--- src/rtl/pipe_ctrl_pkg.sv ---
// rtl/pipe_ctrl_pkg.sv - shared encodings and defaults for the pipeline hazard controller
package pipe_ctrl_pkg;

  localparam logic [1:0] ST_IDLE = 2'd0;
  localparam logic [1:0] ST_BUSY = 2'd1;
  localparam logic [1:0] ST_ERR  = 2'd2;

  localparam int MEM_TIMEOUT_DEF = 15;

endpackage

--- src/rtl/dmem_handshake_fsm.sv ---
// rtl/dmem_handshake_fsm.sv - data-memory request/wait handshake with timeout to a sticky error
module dmem_handshake_fsm
  import pipe_ctrl_pkg::*;
#(
  parameter int MEM_TIMEOUT = MEM_TIMEOUT_DEF
) (
  input  logic clk,
  input  logic rst,
  input  logic mem_acc,
  input  logic dmem_ready,
  output logic dmem_req,
  output logic mem_stall,
  output logic mem_err
);

  localparam logic [3:0] WAIT_LAST = 4'(MEM_TIMEOUT - 1);

  logic [1:0] state;
  logic [3:0] wait_cnt;

  always_ff @(posedge clk) begin
    if (rst) begin
      state    <= ST_IDLE;
      wait_cnt <= 4'd0;
      mem_err  <= 1'b0;
    end else begin
      case (state)
        ST_IDLE: begin
          if (mem_acc && !dmem_ready) begin
            state    <= ST_BUSY;
            wait_cnt <= 4'd0;
          end
        end
        ST_BUSY: begin
          if (dmem_ready) begin
            state <= ST_IDLE;
          end else if (wait_cnt == WAIT_LAST) begin
            state   <= ST_ERR;
            mem_err <= 1'b1;
          end else begin
            wait_cnt <= wait_cnt + 4'd1;
          end
        end
        ST_ERR:  state <= ST_ERR;
        default: state <= ST_IDLE;
      endcase
    end
  end

  // A first-cycle miss in IDLE already has to hold the pipeline.
  always_comb begin
    dmem_req  = 1'b0;
    mem_stall = 1'b0;
    if (!rst) begin
      case (state)
        ST_IDLE: begin
          dmem_req  = mem_acc;
          mem_stall = mem_acc & ~dmem_ready;
        end
        ST_BUSY: begin
          dmem_req  = 1'b1;
          mem_stall = ~dmem_ready;
        end
        ST_ERR: begin
          dmem_req  = 1'b0;
          mem_stall = 1'b1;
        end
        default: begin
          dmem_req  = 1'b0;
          mem_stall = 1'b0;
        end
      endcase
    end
  end

endmodule

--- src/rtl/pipe_hazard_ctrl.sv ---
// rtl/pipe_hazard_ctrl.sv - stall/flush priority for load-use, redirect and memory-wait hazards
module pipe_hazard_ctrl
  import pipe_ctrl_pkg::*;
#(
  parameter int MEM_TIMEOUT = MEM_TIMEOUT_DEF
) (
  input  logic        clk,
  input  logic        rst,
  input  logic [4:0]  id_rs1,
  input  logic [4:0]  id_rs2,
  input  logic        id_rs1_used,
  input  logic        id_rs2_used,
  input  logic [4:0]  ex_rd,
  input  logic        ex_memread,
  input  logic        ex_redirect,
  input  logic        mem_acc,
  input  logic        dmem_ready,
  output logic        dmem_req,
  output logic        pc_stall,
  output logic        ifid_stall,
  output logic        idex_stall,
  output logic        exmem_stall,
  output logic        memwb_bubble,
  output logic        ifid_flush,
  output logic        idex_flush,
  output logic        mem_err,
  output logic [31:0] stall_cnt
);

  logic mem_stall;
  logic load_use;

  dmem_handshake_fsm #(
    .MEM_TIMEOUT(MEM_TIMEOUT)
  ) u_dmem_fsm (
    .clk       (clk),
    .rst       (rst),
    .mem_acc   (mem_acc),
    .dmem_ready(dmem_ready),
    .dmem_req  (dmem_req),
    .mem_stall (mem_stall),
    .mem_err   (mem_err)
  );

  assign load_use = ex_memread && (ex_rd != 5'd0) &&
                    ((id_rs1_used && (ex_rd == id_rs1)) ||
                     (id_rs2_used && (ex_rd == id_rs2)));

  // Memory wait freezes everything; a frozen EX keeps ex_redirect alive until release.
  always_comb begin
    pc_stall     = 1'b0;
    ifid_stall   = 1'b0;
    idex_stall   = 1'b0;
    exmem_stall  = 1'b0;
    memwb_bubble = 1'b0;
    ifid_flush   = 1'b0;
    idex_flush   = 1'b0;
    if (!rst) begin
      if (mem_stall) begin
        pc_stall     = 1'b1;
        ifid_stall   = 1'b1;
        idex_stall   = 1'b1;
        exmem_stall  = 1'b1;
        memwb_bubble = 1'b1;
      end else if (ex_redirect) begin
        ifid_flush = 1'b1;
        idex_flush = 1'b1;
      end else if (load_use) begin
        pc_stall   = 1'b1;
        ifid_stall = 1'b1;
        idex_flush = 1'b1;
      end
    end
  end

  always_ff @(posedge clk) begin
    if (rst) begin
      stall_cnt <= 32'd0;
    end else if (pc_stall) begin
      stall_cnt <= stall_cnt + 32'd1;
    end
  end

endmodule

--- config.mk ---
export PLATFORM = sky130hd
export DESIGN_NAME = pipe_hazard_ctrl
export DESIGN_NICKNAME = d
export VERILOG_FILES = /design/src/rtl/pipe_ctrl_pkg.sv /design/src/rtl/dmem_handshake_fsm.sv /design/src/rtl/pipe_hazard_ctrl.sv
export SDC_FILE = /design/constraint.sdc
export NUM_CORES = 1
export LEC_CHECK = 0
export CAP_MARGIN = 40
export CORE_ASPECT_RATIO = 1.75
export CORE_MARGIN = 4
export CORE_UTILIZATION = 35
export DETAILED_ROUTE_END_ITERATION = 10
export GPL_ROUTABILITY_DRIVEN = 0
export PLACE_DENSITY = 0.75
export SETUP_SLACK_MARGIN = 0.5
export SYNTH_ARGS = -nofsm -noshare
export SYNTH_HDL_FRONTEND = slang
export SYNTH_SLANG_ARGS = --single-unit
--- constraint.sdc ---
create_clock -name clk -period 2.55 [get_ports clk]
set_clock_uncertainty 0.2 [all_clocks]
set_input_delay 0.6375 -clock clk [delete_from_list [all_inputs] [get_ports clk]]
set_output_delay 0.6375 -clock clk [all_outputs]
set_load 0.005 [all_outputs]
# --- Word level (Yosys, flattened, before mapping) ---
# Cells that the tools add are included.
op_classes:
  mux: 24
  n_bitwise: 2
  div: 0
  add_sub_neg: 2
  order_cmp: 0
  n_mul: 0
  n_eq_ne: 9
  shift: 0
  n_reduce_logical: 13
ops:
  columns: ["op", "count"]
  rows:
  - ["$add 32x1->32 const B", 1]
  - ["$mux 1", 14]
  - ["$mux 4", 3]
  - ["$eq 5x5->1", 2]
  - ["$pmux 4 s2", 1]
  - ["$mux 2", 3]
  - ["$pmux 2 s3", 1]
  - ["$logic_and 1x1->1", 5]
  - ["$reduce_bool 5->1", 1]
  - ["$add 4x1->4 const B", 1]
  - ["$eq 4x4->1 const B", 1]
  - ["$ne 2x2->1 const B", 2]
  - ["$reduce_and 4->1", 1]
  - ["$ne 3x2->1 const B", 1]
  - ["$pmux 1 s3", 1]
  - ["$reduce_and 3->1", 1]
  - ["$eq 2x1->1 const B", 1]
  - ["$eq 2x2->1 const B", 1]
  - ["$logic_not 2->1", 1]
  - ["$ne 2x1->1 const B", 1]
  - ["$pmux 1 s2", 1]
  - ["$reduce_and 2->1", 1]
  - ["$reduce_bool 2->1", 1]
  - ["$and 1x1->1", 1]
  - ["3 further kinds", 3]
totals:
  word_cells: 54
  out_inout_bits: 41
  mem_bits_ro: 0
  input_bits: 23
  reg_bits: 39
  n_memories: 0
  ramBits: 0
  latchBits: 0

# --- Logic depth before layout (Yosys ltp) ---
depth:
  ltp_word: 8
  ltp_mapped: 8
  depth_no_buf: 7

# --- Cells and area by module ---
# A second synthesis with hierarchy kept.
unflattened:
  cells_unflattened: 268
  hier_area_um2: 2185.8
by_module_without_submodules:
  columns: ["mod", "area_each_um2", "instances", "cells_each"]
  rows:
  - ["pipe_hazard_ctrl", 1808.0, 1, 225]
  - ["dmem_handshake_fsm", 377.9, 1, 43]

# --- Worst setup path after synthesis ---
# Ideal clock, no wire load.
synth_timing:
  kind: "input port to output port"
  start: "input rst"
  end: "output pc_stall"
  slack_ns: -0.278
  cell_stages: 7
  arrival_ns: 1.990
  required_ns: 1.712
  path_cell_list: "clkbuf_1 -> and2b_1 -> a41oi_4 -> buf_2 -> buf_2 -> nor2_1 -> buf_4"
synth_via:
  elab_chain_len: 3
synth_rtl:
  columns: ["element", "line", "text"]
  rows:
  - ["from (decl)", "pipe_hazard_ctrl.sv:8", "input logic rst,"]
  - ["$mux 1", "dmem_handshake_fsm.sv:54", "if (!rst) begin"]
  - ["$mux 1", null, null]
  - ["$mux 1 (*)", null, null]
  - ["to (decl)", "pipe_hazard_ctrl.sv:19", "output logic pc_stall,"]
# Mark *: on every way between the ends. The rest lies on a longest branch, timed or not.

# --- Worst setup path in the final report ---
layout_timing:
  start: "input id_rs2[4]"
  end: "output pc_stall"
layout_via:
  elab_chain_len: 8
layout_rtl:
  columns: ["element", "line", "text"]
  rows:
  - ["from (decl)", "pipe_hazard_ctrl.sv:10", "input logic [4:0] id_rs2,"]
  - ["$eq 5x5->1", "pipe_hazard_ctrl.sv:47", "(id_rs2_used && (ex_rd == id_rs2)));"]
  - ["$logic_and 1x1->1", "pipe_hazard_ctrl.sv:47", null]
  - ["$logic_or 1x1->1", "pipe_hazard_ctrl.sv:46", "((id_rs1_used && (ex_rd == id_rs1)) ||"]
  - ["$logic_and 1x1->1", "pipe_hazard_ctrl.sv:45", "assign load_use = ex_memread && (ex_rd != 5'd0) &&"]
  - ["$mux 1", "pipe_hazard_ctrl.sv:68", "end else if (load_use) begin"]
  - ["$mux 1", "pipe_hazard_ctrl.sv:65", "end else if (ex_redirect) begin"]
  - ["$mux 1", "pipe_hazard_ctrl.sv:59", "if (mem_stall) begin"]
  - ["$mux 1", "pipe_hazard_ctrl.sv:58", "if (!rst) begin"]
# No other way between the ends.

==> results.py <==
metrics = {
    "placement": {
        "portBuffers": 63,
        "dp_cells": 393,
        "dp_hpwl_microns": 4300,
    },
    "critical_path": {
        "rr_startpoint": "stall_cnt[16]",
        "crit_required_ns": 1.71,
        "critPathLaunch": "id_rs2[4]",
        "start_kind": "input port",
        "endpoint_kind": "primary output",
        "cp.arrival_ns": 1.69,
        "cp_max_fo": 2,
        "crit_type": "in -> out",
        "rr_worst_depth": 6,
    },
    "sta": {
        "tightest_slew_ns": 0.385,
        "setup-violations-final": 0,
        "rsz0062_at_grt": "true",
        "finalSetupTns_ns": 0,
        "hold_viol_final": 0,
        "hold_ws_ns": 0.251,
        "slew_violations": 0,
        "fin_crit_ns": 2.53,
        "fmax_mhz": 395,
        "period_share_pct": 99.2,
        "timing.slew.headroom_pct": 74.3,
    },
    "yosys": {
        "synth_area_per_cell_sq_um": 8.18,
        "synth_top_area_share_pct": 36.8,
        "async_flop_share_pct": 0,
        "syn_area_sq_um": 2120,
        "syn-num-nets": 285,
        "syn_inst": 259,
        "yosysUniqueCellTypes": 40,
        "synth_ff_type": "dfxtp_1",
        "synth_edf_count": 0,
        "ys_seq_elements": 39,
        "yosys-top-cells-area": "dfxtp_1 37%, a21oi_1 7.6%, or3_1 5.9%, xnor2_1 4.1%, o21ai_0 4.0%",
        "ys_seq_area_share_pct": 36.8,
        "synth_warnings": 0,
        "yosysTopAreaCell": "dfxtp_1",
    },
    "clock_tree": {
        "numClockSinks": 39,
        "cts.reportedPaths.clkPinSlew_ns": 0.07,
        "htreeDepth": 2,
        "cts_made_buffers": 5,
        "cts_tree": "yes",
        "cts_max_path_buffers": 2,
        "cts_root_buf": "clkbuf_8",
        "postCtsHoldBufs": 0,
        "insertion_delay_ns": 0.29,
    },
    "routing": {
        "drc": 0,
        "post_drt_wl_per_cell_microns": 17.1,
        "drtPass1Iterations": 4,
        "viasPerCell": 5.76,
        "ant_nets": 0,
        "drt_iter0_markers": 323,
        "vias": 2383,
        "finalWirelength_microns": 7080,
    },
    "floorplanning": {
        "boundaryPins": 64,
        "die-area_sq_um": 7410,
        "core_area_sq_um": 5880,
        "die_h_microns": 111,
        "start_util_pct": 36.1,
        "num_rows": 37,
        "die_w_microns": 66.8,
    },
    "worst_hold_path": {
        "hold_path_depth": 2,
        "holdCritStartpoint": "u_dmem_fsm.mem_err",
        "holdCritPathClass": "reg -> reg",
    },
    "global_routing": {
        "grt_antenna_before_repair": 1,
        "gr-total-overflow": 0,
        "grt_pass1_vias": 2148,
        "grt_use_total_pct": 16.8,
        "grt_pass1_wl_microns": 10000,
        "grt_start_max_net_pins": 34,
    },
    "finish": {
        "fillers": 515,
        "drive_gt1_share_pct": 40.3,
        "nets": 360,
        "multi_input_area_sq_um": 1460,
        "seq_area_sq_um": 850,
        "fin_util_pct": 58.2,
        "final_cells": 414,
        "area_growth_pct": 61.6,
    },
    "job": {
        "max_cap_viol_count": 0,
    },
    "power_and_ir_drop": {
        "ir_worst_vdd_uv": 269,
        "pwr_density_cell_nw_per_um2": 392,
        "p_leak_nw": 1.26,
    },
    "outcome": {
        "outcome": "finished clean",
    },
}
==> final cells by class <==
class / instances / share of cell area [%]
Multi-Input combinational cell: 197 / 42.5
Timing Repair Buffer: 85 / 25.7
Sequential cell: 39 / 24.8
Tap cell: 78 / 2.85
Clock buffer: 6 / 2.41
Clock inverter: 2 / 1.02
Inverter: 6 / 0.658
Antenna cell: 1 / 0.0731
==> critical path, cell delays in order <==
cell and delay [ns]:
buf_6 0.10, xnor2_2 0.18, nand4_1 0.16, o22ai_2 0.20, a41oi_4 0.16, nor2_4 0.13, buf_2 0.13
==> worst paths after layout <==
path,to,slack (ns)
max,pc_stall,0.02
min reg2reg,u_dmem_fsm.mem_err,0.25
min,u_dmem_fsm.mem_err,0.25
max reg2reg,stall_cnt[30],0.28
==> synth_stat cells, types with 2 or more instances <==
cell,instances
nand2_1,17
or4_1,11
ha_1,3
a21oi_1,32
nand3_1,12
o31ai_1,11
and3_1,3
xnor2_1,10
buf_2,3
or3_1,20
clkbuf_1,8
or2_1,2
nor4b_1,2
o21ai_0,17
xor2_1,3
dfxtp_1,39
inv_1,6
nand4_1,10
buf_4,4
a31oi_1,2
nor2_1,17
nor3_1,6
and4_1,4
==> sequential cells by signal, indices dropped and copies added (netlist names) <==
register and count:
u_dmem_fsm.state 2, u_dmem_fsm.mem_err 1, stall_cnt 32, u_dmem_fsm.wait_cnt 4
==> report_power, final <==
group	internal, mW	switching (mW)
Sequential	0.601	0.00548
Clock	0.317	0.226
Combinational	0.106	0.0869
==> metal layers <==
layer	wire, microns	GRT usage, %	share of wire [%]
met1	2500	17.9	35
met2	3950	30.2	56
met3	260	1.42	3.7
met4	372	10.7	5.3
met5	0	0	0
==> logic make-up after synthesis <==
logic type	synth area share, %
compound gates	18.9
flops	36.8
simple gates	30.8
xor+xnor	5.37
fa+ha+maj	1.77
mux	1.00
buf+inv	5.31
==> layout by cell type (no fill, tap or decap), types with 5 or more instances in the layout <==
master	synthesis	routed
a21oi_1	32	26
a21oi_2	0	6
buf_2	3	11
buf_4	4	12
buf_6	1	17
clkbuf_8	0	6
clkdlybuf4s50_1	0	29
dfxtp_1	39	6
dfxtp_2	0	22
dfxtp_4	0	11
inv_1	6	5
nand2_1	17	16
nand3_1	12	12
nand4_1	10	10
nor2_1	17	15
o21ai_0	17	17
o31ai_2	1	5
or3_1	20	20
or4_1	11	6
or4_4	0	5
xnor2_2	0	8
==> stage by stage <==
stage                     power, mW  setup slack [ns]  cell area [sq um]
after floorplan               0.704          -0.00451               2200
after global placement        0.767            -0.837               2880
after detailed placement      0.770            -0.856               2880
after CTS                      1.33            0.0416               3130
after global routing           1.39           -0.0740               3420
final                          1.34            0.0197               3420
==> what timing repair did <==
action,4_1_cts,5_1_grt
setup endpoints to repair,59,60
setup buffers,6,1
gates cloned,1,4
pin swaps,22,11
gates resized for setup,157,61
Power figures use the tool's default switching activity.
